### src/rtl/mem_request_responder.sv
// Memory-side responder for the request unit. It serves instruction and data requests one at a
// time over a single RAM port and returns single-cycle ihit/dhit pulses with registered load data.
module mem_request_responder #(
    parameter int unsigned ADDR_W       = 32,
    parameter int unsigned DATA_W       = 32,
    parameter int unsigned D_STREAK_MAX = 4
) (
    input  logic              CLK,
    input  logic              RST,
    input  logic              imemren,
    input  logic [ADDR_W-1:0] imemaddr,
    input  logic              dmemren,
    input  logic              dmemwen,
    input  logic [ADDR_W-1:0] dmemaddr,
    input  logic [DATA_W-1:0] dmemstore,
    output logic              ihit,
    output logic [DATA_W-1:0] imemload,
    output logic              dhit,
    output logic [DATA_W-1:0] dmemload,
    output logic              ram_ren,
    output logic              ram_wen,
    output logic [ADDR_W-1:0] ram_addr,
    output logic [DATA_W-1:0] ram_store,
    input  logic [DATA_W-1:0] ram_load,
    input  logic              ram_ready
);

    localparam int unsigned        StreakW   = $clog2(D_STREAK_MAX + 1);
    localparam logic [StreakW-1:0] StreakMax = StreakW'(D_STREAK_MAX);
    localparam logic [StreakW-1:0] StreakOne = StreakW'(1);

    typedef enum logic [2:0] {StIdle, StDreq, StIreq, StDresp, StIresp} state_e;

    state_e              state_q, state_d;
    logic [StreakW-1:0]  streak_q, streak_d;
    logic [DATA_W-1:0]   imemload_q, imemload_d;
    logic [DATA_W-1:0]   dmemload_q, dmemload_d;
    logic                d_pending;

    assign d_pending = dmemren | dmemwen;
    assign imemload  = imemload_q;
    assign dmemload  = dmemload_q;

    always_ff @(posedge CLK) begin
        if (RST) begin
            state_q    <= StIdle;
            streak_q   <= '0;
            imemload_q <= '0;
            dmemload_q <= '0;
        end else begin
            state_q    <= state_d;
            streak_q   <= streak_d;
            imemload_q <= imemload_d;
            dmemload_q <= dmemload_d;
        end
    end

    always_comb begin
        state_d    = state_q;
        streak_d   = streak_q;
        imemload_d = imemload_q;
        dmemload_d = dmemload_q;
        ihit       = 1'b0;
        dhit       = 1'b0;
        ram_ren    = 1'b0;
        ram_wen    = 1'b0;
        ram_addr   = '0;
        ram_store  = '0;

        unique case (state_q)
            StIdle: begin
                // Data wins unless a waiting fetch has already seen D_STREAK_MAX data services.
                if (d_pending && (!imemren || (streak_q < StreakMax))) begin
                    state_d = StDreq;
                end else if (imemren) begin
                    state_d = StIreq;
                end
            end
            StDreq: begin
                ram_addr  = dmemaddr;
                ram_store = dmemstore;
                ram_wen   = dmemwen;
                ram_ren   = ~dmemwen;
                if (!d_pending) begin
                    state_d = StIdle;
                end else if (ram_ready) begin
                    state_d = StDresp;
                    if (!dmemwen) begin
                        dmemload_d = ram_load;
                    end
                end
            end
            StIreq: begin
                ram_ren  = 1'b1;
                ram_addr = imemaddr;
                if (!imemren) begin
                    state_d = StIdle;
                end else if (ram_ready) begin
                    state_d    = StIresp;
                    imemload_d = ram_load;
                end
            end
            StDresp: begin
                dhit    = 1'b1;
                state_d = StIdle;
                if (imemren) begin
                    if (streak_q < StreakMax) begin
                        streak_d = streak_q + StreakOne;
                    end
                end else begin
                    streak_d = '0;
                end
            end
            StIresp: begin
                ihit     = 1'b1;
                state_d  = StIdle;
                streak_d = '0;
            end
            default: begin
                state_d = StIdle;
            end
        endcase
    end

endmodule

### config.mk
export PLATFORM = sky130hd
export DESIGN_NAME = mem_request_responder
export DESIGN_NICKNAME = d
export VERILOG_FILES = /design/src/rtl/mem_request_responder.sv
export SDC_FILE = /design/constraint.sdc
export NUM_CORES = 1
export LEC_CHECK = 0
export BUFFER_PORTS_ARGS = -buffer_cell sky130_fd_sc_hd__clkbuf_2
export CAP_MARGIN = 0
export CORE_AREA = 10 10 117 109
export CTS_BUF_LIST = sky130_fd_sc_hd__clkbuf_2
export CTS_CLUSTER_DIAMETER = 40
export CTS_CLUSTER_SIZE = 40
export DETAILED_ROUTE_END_ITERATION = 8
export DIE_AREA = 0 0 127 119
export PLACE_DENSITY = 0.82
export SYNTH_ARGS = -nofsm -noshare
export SYNTH_HDL_FRONTEND = slang
export SYNTH_SLANG_ARGS = --single-unit
### constraint.sdc
create_clock -name CLK -period 1.5 [get_ports CLK]
set_input_delay 0.45 -clock CLK [delete_from_list [all_inputs] [get_ports CLK]]
set_output_delay 0.45 -clock CLK [all_outputs]
set_load 0.02 [all_outputs]
After elaboration in Yosys (flattened, before gate mapping). Cells that the tools add are included.

Flip-flop bits (word level): 70. Bits in latches: 0. Memory bits (writable): 0. Memory bits (read-only): 0. Input port bits: 134. Output and inout port bits: 132. Logic and storage cells: 41. Memories: 0.

$add $sub $neg: 1. $mul: 0. Div/mod/pow operators: 0. Order comparisons: 1. Equality and inequality tests: 8. Shift-type cells: 0. Multiplexer cells: 16. Bitwise gates (word level): 2. Reductions and logical operators: 9.

Operator list (number): $pmux W32 S2 (1); $mux W32 (1); $mux W3 (8); $ne A3 B3 Y1 const B (4); $pmux W3 S3 (1); $eq A3 B2 Y1 const B (2); $pmux W3 S2 (1); $reduce_and A3 Y1 (2); $reduce_and A4 Y1 (1); $add A3 B1 Y3 const B (1); $eq A3 B1 Y1 const B (1); $eq A3 B3 Y1 const B (1); $logic_not A3 Y1 (1); $lt A3 B3 Y1 const B (1); $mux W1 (3); $pmux W1 S2 (1); $reduce_and A2 Y1 (1); $reduce_bool A2 Y1 (1); $logic_and A1 B1 Y1 (1); $logic_not A1 Y1 (1); $logic_or A1 B1 Y1 (1); $not A1 Y1 (1); $or A1 B1 Y1 (1).

Logic depth before layout (Yosys ltp). Gate-level depths: netlist (run 1).

Depth after elaboration: 5. Mapped depth: 6. Gate-level depth less buffers: 4.

Worst setup path after synthesis (run 1). OpenSTA, ideal clock, no wires.

Path kind: reg-to-output. From: register state_q[0]. To: output port ram_addr[13]. Arrival: 1.322 ns. Required time: 1.050 ns. Path slack: -0.272 ns. Stages on the path, launching flop included: 5. Buffers on the path: 2. Cells stage by stage: dfxtp_1 > buf_4 > nor3b_2 > clkbuf_1 > a22o_1.

Cells in the longest elaborated chain, start to end: 2. Elaborated cells between the ends (all ways): 3. Those cells by class: eq/ne: 2; mux: 1.

RTL lines: from (decl) (RTL line 34) `state_e state_q, state_d;`; from (signal assigned) (RTL line 46) `state_q <= StIdle;`; from (signal assigned) (RTL line 51) `state_q <= state_d;`; $eq A3 B2 Y1 or $eq A3 B1 Y1 (tied branches) (RTL line 70) `unique case (state_q)`; $pmux W32 S2 (*) (RTL line 70); to (decl) (RTL line 22) `output logic [ADDR_W-1:0] ram_addr,`.

Mark *: on every way between the ends. The rest lies on a longest branch, timed or not.

Worst setup path in the final report (run 1).
From: register state_q[1]. To: output port ram_store[10].

Cells in the longest elaborated chain, start to end: 2.

RTL lines: $eq A3 B1 Y1 (RTL line 70); $mux W32 (RTL line 70); to (decl) (RTL line 23) `output logic [DATA_W-1:0] ram_store,`.

No other way between the ends.

==> results of run 1 <==
kinds of logic (layout without fill, tap and decap cells):
kind of cell             Yosys count  in the layout
AO/OA/AOI/OAI                    108            108
buffers and inverters             46            344
flip-flops                        70             70
multiplexers                      32             32
adder cells (fa/ha/maj)            1              1
AND/OR/NAND/NOR                  150            150
path summary, 6_finish.rpt:
kind | start | cells past startpoint | endpoint
worst max-delay path | state_q[1] | 5 | ram_store[10]
worst min-delay path | ram_load[19] | 3 | imemload[19]
worst max register to register | state_q[1] | 5 | dmemload[6]
worst min register to register | dmemload[25] | 2 | dmemload[25]
metrics by stage:
| stage | std cells | TNS (ns) |
|---|---|---|
| floorplan | 407 | -4.442 |
| global placement | 786 | -16.38 |
| detailed placement | 786 | -19.57 |
| CTS | 817 | -53.53 |
| global route | 838 | -66.97 |
| finish | 838 | -53.34 |
worst reg2reg max path, delay by kind of cell, from the launching register on:
family	cells	cell delay, ns
buffers and inverters	2	0.44
flip-flops	1	0.40
multiplexers	1	0.29
AND/OR/NAND/NOR	2	0.57
state kept, by name (all words and copies together), names as in the netlist:
name,count
state_q,3
imemload,32
dmemload,32
streak_q,3
cells in the final DEF, fill, tap and decap left out, types with 2 or more instances in the layout:
| cell | count |
|---|---|
| a22o_4 | 29 |
| buf_6 | 31 |
| clkbuf_16 | 8 |
| buf_12 | 7 |
| o21ai_0 | 24 |
| nand3_4 | 12 |
| dfxtp_4 | 3 |
| clkbuf_2 | 145 |
| a21oi_1 | 11 |
| dfxtp_2 | 64 |
| and2_4 | 21 |
| clkbuf_8 | 25 |
| nor3_1 | 2 |
| o21ai_1 | 9 |
| nor2_1 | 3 |
| dfxtp_1 | 3 |
| buf_4 | 38 |
| nand3_1 | 6 |
| and2_2 | 12 |
| nor3b_4 | 3 |
| clkbuf_4 | 2 |
| or3_1 | 2 |
| buf_8 | 77 |
| a22o_1 | 3 |
| bufinv_16 | 2 |
| nand3_2 | 14 |
| a21oi_2 | 24 |
| nand2b_1 | 66 |
| mux2i_1 | 32 |
| inv_1 | 3 |
metal layers:
metal | vias up | wire length, um | part of all wire, %
li1 | 2026 | - | -
met1 | 2206 | 6984 | 34
met2 | 232 | 11100 | 54
met3 | 46 | 1688 | 8.2
met4 | 0 | 916 | 4.4
met5 | - | 0 | 0
power by group:
| group | internal, mW | leakage, nW | switching, mW |
|---|---|---|---|
| clock network | 0.544 | 0.0798 | 0.712 |
| logic | 1.20 | 2.64 | 1.10 |
| registers | 1.91 | 0.600 | 0.0379 |
| total | 3.65 | 3.32 | 1.84 |
repair_timing:
item                                    CTS  global route
endpoints found under the setup margin  165           199
pin swaps                                 5            46
resized for setup                       288           233
gates cloned                              1            10
buffers inserted                         15            12
final cells by class:
cell class | instances | area, sq um
Timing Repair Buffer | 325 | 3198
Fill cell | 701 | 2814
Multi-Input combinational cell | 291 | 2633
Sequential cell | 70 | 1493
Tap cell | 133 | 166.4
Clock inverter | 6 | 86.33
Clock buffer | 9 | 45.04
Inverter | 4 | 15.01
==> out/qor.yml, run 1 <==
status:
  outcome: "finished with violations"
  violations: "negative setup slack"
synthesis:
  synth_area_leaders: "dfxtp_1 39%, nand2b_1 11%, mux2i_1 8.9%, a22o_1 7.8%, and2_1 5.9%"
  synth_cell_types: 36
  yosys.area_share.simple_pct: 25.80
  synth_top_area_cell: "dfxtp_1"
  netlist.area_leader.share_pct: 38.78
  synthAdderAreaFrac_pct: 0.3463
  synthTopCellsByCount: "70 x dfxtp_1, 66 x nand2b_1, 35 x a21oi_1"
  async_reset_ff_share_pct: 0
  synth_flop_cell: "dfxtp_1"
  synth_top_family_by_area: "simple AND/OR/NAND/NOR gates"
  synth_compound_area_share_pct: 19.11
  synthMuxAreaShare_pct: 8.864
  ys_ff_latch: 70
  synth_xor_area_share_pct: 0
  synth_edf_count: 0
  syn_area_sq_um: 3613
  syn-num-nets: 542
  seq_area_frac_synth_pct: 38.78
  syn_inst: 407
  yosys_warnings: 0
  synth.most_common_cell: "dfxtp_1"
  avgSynthCellArea_sq_um: 8.878
detailed_routing:
  num_vias: 4510
  postRouteWirelength_um: 20690
  ant_nets: 0
  wl_per_cell_um: 24.69
  drc: 0
  viasPerCell: 5.382
  first_pass_iters: 4
  first_iter_violations: 201
cells_and_area:
  final_cell_area_sq_um: 7636
  drive_above_1_share_pct: 75.18
  num-nets-final: 836
  area_growth_pct: 111.3
  diodes: 0
  final_util_pct: 73.07
global_route:
  grt_pass1_vias: 4621
  grt_max_degree: 55
  antenna_found_initial: 0
  grt_first_pass_wirelength_um: 27710
  grt_use_met3_pct: 8.647
  met1_usage_pct: 22.55
  overflow: 0
  use_met2_pct: 41.65
  grt_util_all_layers_pct: 23.11
  top_usage_layer: "met2"
critical_path:
  required_ns: 1.05
  critical_path.max_fanout: 11
  path_cells: "nor3b_4, buf_4, clkbuf_16, and2_2, clkbuf_8"
  path_buf_inv: 3
  critPathLaunchType: "flop"
  cpMaxStageDelayCell: "dfxtp_4"
  endpoint_kind: "output port"
  crit_arrival_ns: 1.79
  r2r_slack_ns: -0.26
  crit_type: "reg2out"
  max_stage_delay_ns: 0.40
  path_delay_family: "buffers and inverters"
sta:
  hold_viol: 0
  period_share_pct: 149.2
  finalMaxSlewViolations: 0
  relSlewSlack_pct: 58.12
  setup_viol: 137
  fmax_ghz: 0.4468
  layout_setup_ws_ns: -0.7380
  finalCriticalPeriod_ns: 2.238
  tightest_slew_ns: 0.6283
  rsz0062_at_grt: "yes"
  clock_skew_ns: 0.03704
  fin_hold_ws_ns: 0.1300
clock_tree:
  cts_hold_buf: 0
  cts_buffers: 9
  htreeDepth: 3
  cts.sinks: 70
  root_buffer: "clkbuf_2"
  clk_latency_ns: 0.53
  clkTransAtPathRegs_ns: 0.25
  cts_tree: "yes"
  cts.path.max_buffers: 2
power:
  p_leak_nw: 3.320
  ir_drop_v: 0.0004936
  fin_total_pwr_mw: 5.497
  power.density_nw_per_um2: 719.9
floorplanning:
  die_w_um: 127
  design.core.area_sq_um: 10450
  start_util_pct: 34.58
  fp.dieH_um: 119
  row_count: 36
  dieArea_sq_um: 15110
  boundaryPins: 266
placement:
  place_ws_ns: -0.2609
  routabilityCongestion: 0.9566
  io_buffers: 265
  hpwl_um: 14090
  placed_area_sq_um: 5454
hold_path:
  hold_path.class: "in2reg"
job:
  maxCapViolCount: 0
Note: power is estimated with default switching activity, not from simulation.
==> inputs of run 2 (changes only) <==
Settings changed: CTS_BUF_LIST sky130_fd_sc_hd__clkbuf_2 to sky130_fd_sc_hd__clkbuf_16, PLACE_DENSITY 0.82 to 0.74.
==> run 2 against run 1 <==
The run still ends with negative setup slack left. Hold slack improved by 0.24 ns. Sequential share of layout area is 1.1 points higher. Flip-flop and latch count unchanged. First-iteration DRC count is 23% higher. Cell area fell by 11%. Via count down 4.3%. Global-route usage fell by 2.1 points. Non-clock buffer count down 17. Fmax increased by 10%. Routed wire length shrank 13%.
==> out/qor.yml, run 2 (synthesized netlist as in run 1, its figures left out) <==
critical_path:
  endpoint_kind: "output port"
  required_ns: 1.05
  crit_arrival_ns: 1.58
  path_buf_inv: 3
  critical_path.max_fanout: 12
  critPathLaunchType: "flop"
  path_cells: "nor3b_4, buf_6, buf_12, a22o_1, clkbuf_8"
  path_delay_family: "buffers and inverters"
  crit_type: "reg2out"
  cpMaxStageDelayCell: "dfxtp_2"
  max_stage_delay_ns: 0.36
placement:
  placed_area_sq_um: 5464
  io_buffers: 265
  routabilityCongestion: 0.8966
  placedCellCount: 784
  hpwl_um: 12610
floorplanning:
  boundaryPins: 266
  fp.dieH_um: 119
  dieArea_sq_um: 15110
  design.core.area_sq_um: 10450
  start_util_pct: 34.58
  die_w_um: 127
  row_count: 36
power:
  swShare_pct: 29.43
  ir_drop_v: 0.0007018
  power_switching_mw: 1.888
  p_int_mw: 4.528
  clkPwrFrac_pct: 35.9
  power.density_nw_per_um2: 943.3
  pwr-share-seq_pct: 30.0
  p_leak_nw: 3.123
  power_frac_comb_pct: 34.1
detailed_routing:
  drc: 0
  postRouteWirelength_um: 17990
  num_vias: 4314
  wl_per_cell_um: 21.88
  ant_nets: 0
  first_iter_violations: 248
  first_pass_iters: 5
  viasPerCell: 5.248
cells_and_area:
  finalNonFillerCells: 822
  layout_common_cells: "197 x clkbuf_2, 67 x dfxtp_1, 66 x nand2b_1"
  area_growth_pct: 88.23
  drive_above_1_share_pct: 59.36
  num-nets-final: 819
  final_cell_area_sq_um: 6802
  diodes: 0
  mostFrequentLayoutCell: "clkbuf_2"
sta:
  hold_viol: 0
  period_share_pct: 135.2
  setup_tns_ns: -39.03
  rsz0062_at_grt: "yes"
  finalCriticalPeriod_ns: 2.028
  finalMaxSlewViolations: 0
  clock_skew_ns: 0.006307
  layout_setup_ws_ns: -0.5283
  setup_viol: 101
  fmax_ghz: 0.4930
  relSlewSlack_pct: 77.58
  tightest_slew_ns: 0.3279
  fin_hold_ws_ns: 0.3663
clock_tree:
  htreeDepth: 3
  cts.path.max_buffers: 2
  cts_tree: "yes"
  clk_latency_ns: 0.32
  cts.sinks: 70
  clkTransAtPathRegs_ns: 0.06
  root_buffer: "clkbuf_16"
  cts_hold_buf: 0
  cts_buffers: 9
job:
  maxCapViolCount: 0
status:
  outcome: "finished with violations"
  violations: "negative setup slack"
hold_path:
  hold_path.class: "in2reg"
global_route:
  grt_max_degree: 67
  grt_first_pass_wirelength_um: 25730
  antenna_found_initial: 0
  overflow: 0
  grt_pass1_vias: 4450
  grt_util_all_layers_pct: 21.01
==> run 2: cell types whose count changed in the layout (fill, tap and decap cells not counted), sizes merged <==
cell / before / now
buf: 154 / 80
clkinv: 3 / 2
inv: 5 / 6
clkbuf: 180 / 237
clkinvlp: 0 / 1
==> run 2: power groups by stage <==
stage	Clock, mW	Combinational, mW	Sequential (mW)
detailed placement	0	1.56	1.97
CTS	2.34	1.91	1.93
finish	2.30	2.19	1.93
floorplan	0	0.957	2.00
global route	2.43	2.28	1.93
global placement	0	1.54	1.96
==> run 2: through the flow <==
step | setup slack (ns) | utilization, % | power, mW
after floorplan | -0.09610 | - | 2.955
after global placement | -0.2188 | 52.29 | 3.500
after detailed placement | -0.2528 | 52.29 | 3.531
after CTS | -0.4841 | 61.91 | 6.180
after global routing | -0.6052 | 65.09 | 6.635
final | -0.5283 | 65.09 | 6.416
==> run 2: worst reg2reg max path, cell delays in order (launching register included) <==
cell	delay [ns]
dfxtp_2	0.36
nor3b_4	0.23
buf_6	0.21
buf_6	0.12
buf_6	0.08
and4_4	0.25
buf_12	0.13
buf_12	0.13
mux2i_2	0.21
==> run 2: path summary, 6_finish.rpt <==
check	start	endpoint	slack, ns	cells after the start
hold reg to reg	dmemload[7]	dmemload[7]	0.47	2
setup reg to reg	state_q[0]	dmemload[21]	-0.28	8
hold / removal	ram_load[4]	imemload[4]	0.37	3
setup / recovery	state_q[0]	ram_addr[23]	-0.53	5
==> run 2: routing by layer <==
metal	up-vias	part of all wire [%]	track usage, %	wire length, um
met4	0	4.7	9.815	840
met5	-	0	0	0
met1	2079	35	21.48	6349
met2	215	52	38.39	9388
met3	38	7.8	6.164	1408
li1	1982	-	-	-
==> run 2: layout make-up <==
class | count | area (sq um)
tap | 133 | 166.4
fill | 820 | 3649
multi-input combinational | 291 | 2376
timing repair buffer | 308 | 2514
sequential | 70 | 1408
clock inverter | 7 | 97.59
clock buffer | 9 | 225.2
inverter | 4 | 15.01
==> run 2: repair_timing <==
item	4_1_cts	5_1_grt
gates resized for setup	127	86
setup buffers	10	4
gates cloned	4	7
endpoints found under the setup margin	101	104
pin swaps	5	5
